`src/rtl/pin_target_emu.sv`:
```
// pin_target_emu: emulated target board that prompts over UART for a 4-byte PIN and answers ok/invalid
module pin_target_emu #(
  parameter int          CLKS_PER_BIT = 104,
  parameter logic [31:0] PIN          = 32'h34333231,
  parameter logic [7:0]  PROMPT_CHAR  = 8'h3a,
  parameter logic [7:0]  FAIL_CHAR    = 8'h69,
  parameter logic [7:0]  OK_CHAR      = 8'h4f,
  parameter int          PROMPT_DELAY = 1000
) (
  input  logic        clk,
  input  logic        rst,
  input  logic        rx,
  output logic        tx,
  input  logic        tgt_rst,
  output logic        unlocked,
  output logic [15:0] attempts,
  output logic        frame_err
);
  localparam int CW = $clog2(CLKS_PER_BIT);
  localparam int DW = $clog2(PROMPT_DELAY + 1);
  localparam logic [CW-1:0] HALF = CW'(CLKS_PER_BIT / 2 - 1);
  localparam logic [CW-1:0] FULL = CW'(CLKS_PER_BIT - 1);
  typedef enum logic [1:0] {R_IDLE, R_START, R_DATA, R_STOP} rx_st_t;
  typedef enum logic [2:0] {HOLD, DELAY, PROMPT, COLLECT, CHECK, RESP, DONE} state_t;
  rx_st_t          rx_st_q;
  logic [1:0]      rx_sync_q;
  logic            rx_prev_q;
  logic            rx_s;
  logic [CW-1:0]   rx_cnt_q;
  logic [2:0]      rx_bit_q;
  logic [7:0]      rx_sh_q;
  logic            rx_valid_q;
  logic            frame_err_q;
  logic            tx_q;
  logic            tx_busy_q;
  logic            tx_done_q;
  logic            tx_load;
  logic [7:0]      tx_data;
  logic [8:0]      tx_sh_q;
  logic [3:0]      tx_bit_q;
  logic [CW-1:0]   tx_cnt_q;
  state_t          state_q, state_d;
  logic [DW-1:0]   dly_q;
  logic [1:0]      idx_q;
  logic [31:0]     got_q;
  logic            ok_q;
  logic            unlocked_q;
  logic [15:0]     attempts_q;
  assign rx_s      = rx_sync_q[1];
  assign tx        = tx_q;
  assign unlocked  = unlocked_q;
  assign attempts  = attempts_q;
  assign frame_err = frame_err_q;
  // UART receiver: start re-checked at half bit, then data and stop sampled one bit apart
  always_ff @(posedge clk) begin
    rx_sync_q   <= {rx_sync_q[0], rx};
    rx_prev_q   <= rx_s;
    rx_valid_q  <= 1'b0;
    frame_err_q <= 1'b0;
    if (rst) begin
      rx_sync_q <= 2'b11;
      rx_prev_q <= 1'b1;
      rx_st_q   <= R_IDLE;
      rx_cnt_q  <= '0;
      rx_bit_q  <= '0;
      rx_sh_q   <= '0;
    end else begin
      rx_cnt_q <= rx_cnt_q + 1'b1;
      case (rx_st_q)
        R_IDLE: if (rx_prev_q && !rx_s) begin
          rx_st_q  <= R_START;
          rx_cnt_q <= '0;
        end
        R_START: if (rx_cnt_q == HALF) begin
          rx_st_q  <= rx_s ? R_IDLE : R_DATA;
          rx_cnt_q <= '0;
          rx_bit_q <= '0;
        end
        R_DATA: if (rx_cnt_q == FULL) begin
          rx_cnt_q <= '0;
          rx_sh_q  <= {rx_s, rx_sh_q[7:1]};
          rx_bit_q <= rx_bit_q + 1'b1;
          if (rx_bit_q == 3'd7) rx_st_q <= R_STOP;
        end
        R_STOP: if (rx_cnt_q == FULL) begin
          rx_st_q     <= R_IDLE;
          rx_valid_q  <= rx_s;
          frame_err_q <= !rx_s;
        end
        default: rx_st_q <= R_IDLE;
      endcase
    end
  end
  // UART transmitter: start, 8 data LSB first, stop; tgt_rst aborts the frame and idles the line
  always_ff @(posedge clk) begin
    tx_done_q <= 1'b0;
    if (rst || tgt_rst) begin
      tx_q      <= 1'b1;
      tx_busy_q <= 1'b0;
      tx_cnt_q  <= '0;
      tx_bit_q  <= '0;
      tx_sh_q   <= '1;
    end else if (tx_load) begin
      tx_q      <= 1'b0;
      tx_busy_q <= 1'b1;
      tx_sh_q   <= {1'b1, tx_data};
      tx_cnt_q  <= '0;
      tx_bit_q  <= '0;
    end else if (tx_busy_q) begin
      tx_cnt_q <= tx_cnt_q + 1'b1;
      if (tx_cnt_q == FULL) begin
        tx_cnt_q <= '0;
        tx_bit_q <= tx_bit_q + 1'b1;
        tx_q     <= tx_sh_q[0];
        tx_sh_q  <= {1'b1, tx_sh_q[8:1]};
        if (tx_bit_q == 4'd9) begin
          tx_busy_q <= 1'b0;
          tx_done_q <= 1'b1;
          tx_q      <= 1'b1;
        end
      end
    end
  end
  // Session next-state and transmit requests; tgt_rst overrides everything
  always_comb begin
    state_d = state_q;
    tx_load = 1'b0;
    tx_data = state_q == PROMPT ? PROMPT_CHAR : (ok_q ? OK_CHAR : FAIL_CHAR);
    case (state_q)
      HOLD:    state_d = DELAY;
      DELAY:   state_d = dly_q == DW'(PROMPT_DELAY - 1) ? PROMPT : DELAY;
      PROMPT:  begin
        tx_load = !tx_busy_q && !tx_done_q;
        state_d = tx_done_q ? COLLECT : PROMPT;
      end
      COLLECT: state_d = rx_valid_q && idx_q == 2'd3 ? CHECK : COLLECT;
      CHECK:   state_d = RESP;
      RESP:    begin
        tx_load = !tx_busy_q && !tx_done_q;
        state_d = tx_done_q ? DONE : RESP;
      end
      default: state_d = state_q;
    endcase
    if (tgt_rst) begin
      state_d = HOLD;
      tx_load = 1'b0;
    end
  end
  // State register, delay counter, PIN capture and the sticky/saturating result registers
  always_ff @(posedge clk) begin
    if (rst) begin
      state_q    <= HOLD;
      dly_q      <= '0;
      idx_q      <= '0;
      got_q      <= '0;
      ok_q       <= 1'b0;
      unlocked_q <= 1'b0;
      attempts_q <= '0;
    end else begin
      state_q <= state_d;
      dly_q   <= state_q == DELAY ? dly_q + 1'b1 : '0;
      if (tgt_rst || state_q == HOLD) idx_q <= '0;
      else if (state_q == COLLECT && rx_valid_q) begin
        got_q[{idx_q, 3'b000} +: 8] <= rx_sh_q;
        idx_q <= idx_q + 1'b1;
      end
      if (state_q == CHECK) begin
        ok_q       <= got_q == PIN;
        unlocked_q <= unlocked_q | (got_q == PIN);
        if (attempts_q != 16'hFFFF) attempts_q <= attempts_q + 1'b1;
      end
    end
  end
endmodule

```
`config.mk`:
```
export PLATFORM = sky130hd
export DESIGN_NAME = pin_target_emu
export DESIGN_NICKNAME = d
export VERILOG_FILES = /design/src/rtl/pin_target_emu.sv
export SDC_FILE = /design/constraint.sdc
export NUM_CORES = 1
export LEC_CHECK = 0
export ABC_AREA = 1
export CAP_MARGIN = 20
export CORE_MARGIN = 8
export CORE_UTILIZATION = 50
export DETAILED_ROUTE_END_ITERATION = 12
export MAX_ROUTING_LAYER = met4
export PLACE_DENSITY = 0.66
export SETUP_SLACK_MARGIN = 0.4
export SYNTH_ARGS = -nofsm -noshare
export SYNTH_HDL_FRONTEND = slang
export SYNTH_SLANG_ARGS = --single-unit
```
`constraint.sdc`:
```
create_clock -name clk -period 2.9 [get_ports clk]
set_clock_uncertainty 0.1 [all_clocks]
set_input_delay 0.58 -clock clk [delete_from_list [all_inputs] [get_ports clk]]
set_output_delay 0.58 -clock clk [all_outputs]
set_load 0.02 [all_outputs]
```
==> impl_results.md, run 1 <==
- Cell area power density: 465 nW/µm²
- Internal: 1990 µW
- Combinational share of power: 3.1%
- Setup Fix Bufs, Post-CTS: 0
- Max Freq: 458 MHz
- CTS H-tree depth: 3
- Startpoint types: flop
- Post-Syn Instances: 699
- Total negative slack: 0 ns
- Initial antenna violation count: 0
- Initial DRC count: 315
- P&R area growth vs syn: 10.6%
- Gr usage total: 17.8%
- Largest family of logic cells by synthesized area: simple AND/OR/NAND/NOR gates
- Worst slew pin tran: 0.681 ns
- Final ANT Viol Nets: 0
- HP Class: flop to flop
- WL/cell: 12.5 µm
- Worst Hold Depth: 1
- Clock network fraction of total power: 37.4%
- Worst skew pair latency: 0.38 ns
- Final hold vios: 0
- Seq/Total Area, Yosys: 44.0%
- Warning count from the yosys run: 0
- Drt total wl: 10800 µm
- Sequential power share: 59.5%
- Vias per std cell: 5.18
- Number of global-route vias before repair: 4416
- Die width: 117 µm
- Peak VDD IR: 0.298 mV
- Seq cells post-synth: 112
- DRC: 0
- # IOs: 23
- Final min period: 2.18 ns
- Rel. slew slack: 54.4%
- First-pass detailed-route iteration total: 4
- Worst Path Required: 3.11 ns
- Max-cap violations: 0
- Setup Viol. Count Final: 0
- Gr ovfl total: 0
- Critical Path End Type: flop
- CTS tree: done
- Adder-cell share of the synthesized area: 3.19%
- RSZ-0062 raised after global routing: false
- Simple-gate share of the synthesized area: 30.1%
- Setup CP Type: flop to flop
- Post-DP Area: 5420 µm²
- Largest net degree at the start of global routing: 37
- Final Hold Slack: 0.327 ns
- Nets@finish: 736
- Critical path peak fanout: 13
- Reg2Reg Setup Slack: 0.72 ns
- Pleak: 0.00207 µW
- Wire length of the first global-routing pass: 19200 µm
- Post-CTS Hold Fix Bufs: 0
- Max-slew violation count: 0
- Gp weighted congestion: 0.859
- Multiplexer area fraction after synthesis: 0%
- Synth Net Count: 716
- Antenna Cells: 0
- Fin area: 5630 µm²
- Worst-path clk slew: 0.12 ns
- R2R cell count: 8
- Clk buf depth: 2
- Cell mode on critical path: inv_1
- Crit share post-route: 75.3%
- Die area: 13700 µm²
- CP max-delay cell: nor2_1
- WP data arrival: 2.39 ns
- Initial Utilization: 50.5%
- Synth Area in Compound Gates: 12.6%
- Post-Syn Area per Cell: 7.29 µm²
- CTS Sinks: 112
- Switch Pwr: 626 µW
- Post-synthesis xor/xnor area fraction: 2.41%
- DR vias: 4451
- Switching share of power: 23.9%
- Mapped Area: 5090 µm²
- IO Port Bufs: 22
- Crit-path cells: clkinv_1 -> ha_1 -> inv_1 -> nor2_1 -> nand2_1 -> inv_1 -> nand3_1 -> a21oi_1
- Status: finished clean
- Dpl hpwl: 7770 µm
- Layout cells sized above 1: 6.63%
- Total of cells resized after clock tree synthesis: 0
- Cts bufs inserted: 9
- Die height: 117 µm
- Core ar.: 10100 µm²
- Root Buffer: clkbuf_8
- Rows: 37
- CP peak stage delay: 0.52 ns
- Synth unique cells: 37
sequential cells by signal, summed over array words and instances (netlist names), 2 cells and up, named ones only:
| signal | flops |
|---|---|
| rx_bit_q | 3 |
| dly_q | 10 |
| rx_sync_q | 2 |
| tx_sh_q | 8 |
| rx_sh_q | 8 |
| tx_bit_q | 4 |
| attempts | 16 |
| rx_cnt_q | 7 |
| got_q | 32 |
| tx_cnt_q | 7 |
| state_q | 3 |
| idx_q | 2 |
logic make-up after synthesis:
kind of cell | after synthesis
AO/OA/AOI/OAI | 122
XOR/XNOR | 14
adder cells (fa/ha/maj) | 13
buffers and inverters | 96
flip-flops | 112
AND/OR/NAND/NOR | 342
layout by cell type (no fill, tap or decap), types with 3 or more instances in the layout:
cell type        instances
nand4_1                 25
nor3_1                  13
nand3b_1                 3
clkdlybuf4s50_1         22
xor2_1                  11
inv_2                    7
dfxtp_1                112
inv_1                   69
nor2_4                   5
nand2_2                  3
nor3b_1                  3
buf_4                    5
nor2_1                  84
a21oi_1                 77
o21ai_0                 35
xnor2_1                  3
nand3_1                 48
or2_2                    5
o211ai_1                 4
clkbuf_8                 9
ha_1                    13
nand2_1                145
power groups by stage:
stage	registers (µW)	logic, µW	clock network [µW]
global route	1560	94.2	1080
floorplan	1590	59.9	0
global placement	1590	79.9	0
finish	1560	81.3	979
CTS	1560	82.7	1010
detailed placement	1590	82.6	0
worst max-delay path: cells and delay by family, from the launching register on:
family | cells | cell delay (ns)
compound gates | 1 | 0.12
simple gates | 3 | 0.70
fa+ha+maj | 1 | 0.41
buf+inv | 3 | 0.42
flops | 1 | 0.35
Yosys cell counts, drive strengths merged:
library cell	count	area, µm²
a211oi	1	7.51
a21oi	78	402
buf	8	61.3
clkbuf	10	38.8
clkinv	2	7.51
dfxtp	112	2240
ha	13	163
inv	76	285
nand2	149	574
nand3	49	250
nand3b	3	22.5
nand4	25	156
nor2	91	384
nor3	13	65.1
nor3b	3	22.5
nor4	2	12.5
o211ai	4	30.0
o21a	1	8.76
o21ai	37	189
o22ai	1	6.26
or2	7	43.8
xnor2	3	26.3
xor2	11	96.3
layer usage:
layer | share of wire, % | vias up | wire length, µm | GRT usage (%)
met5 | 0 | - | 0 | -
met4 | 1.5 | 0 | 165 | 5.72
met3 | 3.3 | 14 | 351 | 4.16
met2 | 49 | 61 | 5320 | 30.4
met1 | 46 | 2051 | 4950 | 20.2
li1 | - | 2325 | - | -
stage by stage:
stage	instances	utilization, %	power [µW]	setup slack [ns]
global route	860	55.8	2730	0.456
floorplan	699	-	1650	0.926
CTS	860	55.8	2660	0.726
detailed placement	844	53.7	1680	0.655
finish	860	55.8	2620	0.718
global placement	844	53.7	1670	0.721
path summary, 6_finish.rpt:
path,startpoint,end
max,idx_q[0],got_q[23]
min,rx_sync_q[0],rx_sync_q[1]
max reg2reg,idx_q[0],got_q[23]
min reg2reg,rx_sync_q[0],rx_sync_q[1]
layout make-up:
class                   instances  area, µm²
fillers                      1032       4460
clock inverters                 7       87.6
clock buffers                   9        124
multi-input cells             491       2460
flip-flops and latches        112       2240
well taps                     136        170
repair buffers                 27        258
inverters                      78        293
No activity file was read; power rests on OpenSTA's default activity.
==> run 2, diff against run 1 <==
--- a/config.mk
+++ b/config.mk
@@ -11,7 +11,7 @@
 export CORE_UTILIZATION = 50
 export DETAILED_ROUTE_END_ITERATION = 12
 export MAX_ROUTING_LAYER = met4
-export PLACE_DENSITY = 0.66
+export PLACE_DENSITY = 0.69
 export SETUP_SLACK_MARGIN = 0.4
 export SYNTH_ARGS = -nofsm -noshare
 export SYNTH_HDL_FRONTEND = slang
==> constraint.sdc (replaced) <==
create_clock -name clk -period 1.88 [get_ports clk]
set_clock_uncertainty 0.1 [all_clocks]
set_input_delay 0.376 -clock clk [delete_from_list [all_inputs] [get_ports clk]]
set_output_delay 0.376 -clock clk [all_outputs]
set_load 0.02 [all_outputs]
==> run 2 against run 1 <==
Clock-buffer cell count increased by 2. Wire length increased by 25%. Critical path depth down 1. Non-clock buffer count up 72. Sequential cell count unchanged. First-iteration DRC count increased by 28%. Sequential power increased by 53%. Combinational power rose to 2.5 times the previous value. Utilization up 14 points. Critical path type unchanged. Highest routed layer unchanged.
==> impl_results.md, run 2 (synthesis gave the netlist of run 1 again) <==
- Internal: 3120 µW
- Peak VDD IR: 0.310 mV
- Status: finished clean
- Initial DRC count: 404
- Commonest non-fill, non-tap cells in the layout: nand2_1 (111), dfxtp_1 (83), inv_1 (58)
- Switching share of power: 24.1%
- Placed Cells: 860
- Critical path peak fanout: 8
- Layout cells sized above 1: 41.3%
- Sequential power share: 58.2%
- Startpoint types: flop
- # IOs: 23
- Worst-path clk slew: 0.11 ns
- Max-cap violations: 0
- HP Class: flop to flop
- Switch Pwr: 991 µW
- Final hold vios: 0
- DR vias: 5011
- Core ar.: 10100 µm²
- Final ANT Viol Nets: 0
- Largest reg by FF count: got_q
- Reg2reg start: idx_q[0]
- Commonest non-fill, non-tap cell in the layout: nand2_1
- Crit share post-route: 83.4%
- Max-slew violation count: 0
- Worst slew pin tran: 0.376 ns
- Dpl hpwl: 8320 µm
- Worst Path Required: 2.10 ns
- Worst skew pair latency: 0.38 ns
- RSZ-0062 raised after global routing: true
- Rel. slew slack: 74.8%
- Initial antenna violation count: 0
- WL/cell: 14.5 µm
- Worst setup startpoint: idx_q[0]
- Gr ovfl total: 0
- Max Freq: 638 MHz
- Gp weighted congestion: 0.822
- Final min period: 1.57 ns
- First-pass detailed-route iteration total: 4
- Rows: 37
- DRC: 0
- Pleak: 0.00267 µW
- Largest net degree at the start of global routing: 37
- WP data arrival: 1.79 ns
- Die area: 13700 µm²
- Cell area power density: 581 nW/µm²
- CTS tree: done
- Die width: 117 µm
- Vias per std cell: 5.37
- Root Buffer: clkbuf_8
- Setup CP Type: flop to flop
- Combinational share of power: 5.0%
- Die height: 117 µm
- R2R cell count: 7
- Finished Layout Cells: 933
- Wire length of the first global-routing pass: 21600 µm
- Drt total wl: 13500 µm
- CTS H-tree depth: 3
- P&R area growth vs syn: 38.8%
- R2R Path End: got_q[1]
- IO Port Bufs: 22
- Antenna Cells: 0
- Critical Path End Type: flop
- Setup crit end: got_q[1]
- Reg2Reg Setup Slack: 0.31 ns
- Number of global-route vias before repair: 4701
- Cts bufs inserted: 9
- Clk buf depth: 2
- Nets@finish: 809
- Gr usage total: 20.2%
- Clock network fraction of total power: 36.8%
- Max FFs per register: 32
- Initial Utilization: 50.5%
- CTS Sinks: 112
- Setup Viol. Count Final: 0
- Total Power: 4110 µW
## run 2: what timing repair did
| action | 4_1_cts | 5_1_grt |
|---|---|---|
| pin swaps | 31 | 68 |
| setup buffers | 24 | 26 |
| gates resized for setup | 171 | 180 |
| cloned | 6 | 1 |
| endpoints found under the setup margin | 106 | 110 |
| hold buffers | 0 | 0 |
## run 2: worst min-delay path by stage
stage / startpoint / to / slack [ns] / depth (start not counted)
floorplan: rx_sync_q[0] / rx_sync_q[1] / 0.29 / 1
global placement: rx_sync_q[0] / rx_sync_q[1] / 0.30 / 1
detailed placement: rx_sync_q[0] / rx_sync_q[1] / 0.31 / 1
CTS: rx_sync_q[0] / rx_sync_q[1] / 0.33 / 1
global route: rx_sync_q[0] / rx_sync_q[1] / 0.36 / 1
finish: rx_sync_q[0] / rx_sync_q[1] / 0.33 / 1
## run 2: through the flow
stage	area [µm²]	hold slack, ns	TNS (ns)	utilization, %	setup WS [ns]
floorplan	5220	0.289	0	-	0.346
global placement	5680	0.304	-0.0105	56.2	-0.0105
detailed placement	5680	0.307	-0.0738	56.2	-0.0695
CTS	6300	0.329	0	62.4	0.331
global route	7070	0.357	0	70.1	0.250
finish	7070	0.334	0	70.1	0.312
## run 2: worst max-delay path, cell delays in order, from the launching register on
cell	delay [ns]
dfxtp_4	0.42
clkinv_8	0.07
ha_4	0.25
inv_4	0.07
nand3_4	0.17
nor2_2	0.15
nand3_1	0.13
a21oi_1	0.15
## run 2: cell type report
cell class,count,area (µm²)
clock buffers,11,141
fillers,776,3020
inverters,78,325
well taps,136,170
flip-flops and latches,112,2310
repair buffers,99,815
multi-input cells,492,3240
clock inverters,5,63.8
## run 2: power by group through the flow
stage / Sequential, µW / Combinational, µW / Clock (µW)
after floorplan: 2450 / 92.4 / 0
after global placement: 2450 / 140 / 0
after detailed placement: 2460 / 143 / 0
after CTS: 2400 / 161 / 1530
after global routing: 2400 / 226 / 1660
final: 2390 / 205 / 1510
## run 2: metal layers
metal	track usage, %	part of all wire (%)	wire length, µm
met1	24.3	44	5940
met2	32.6	49	6630
met3	3.69	4.6	619
met4	8.36	2.2	297
met5	-	0	0
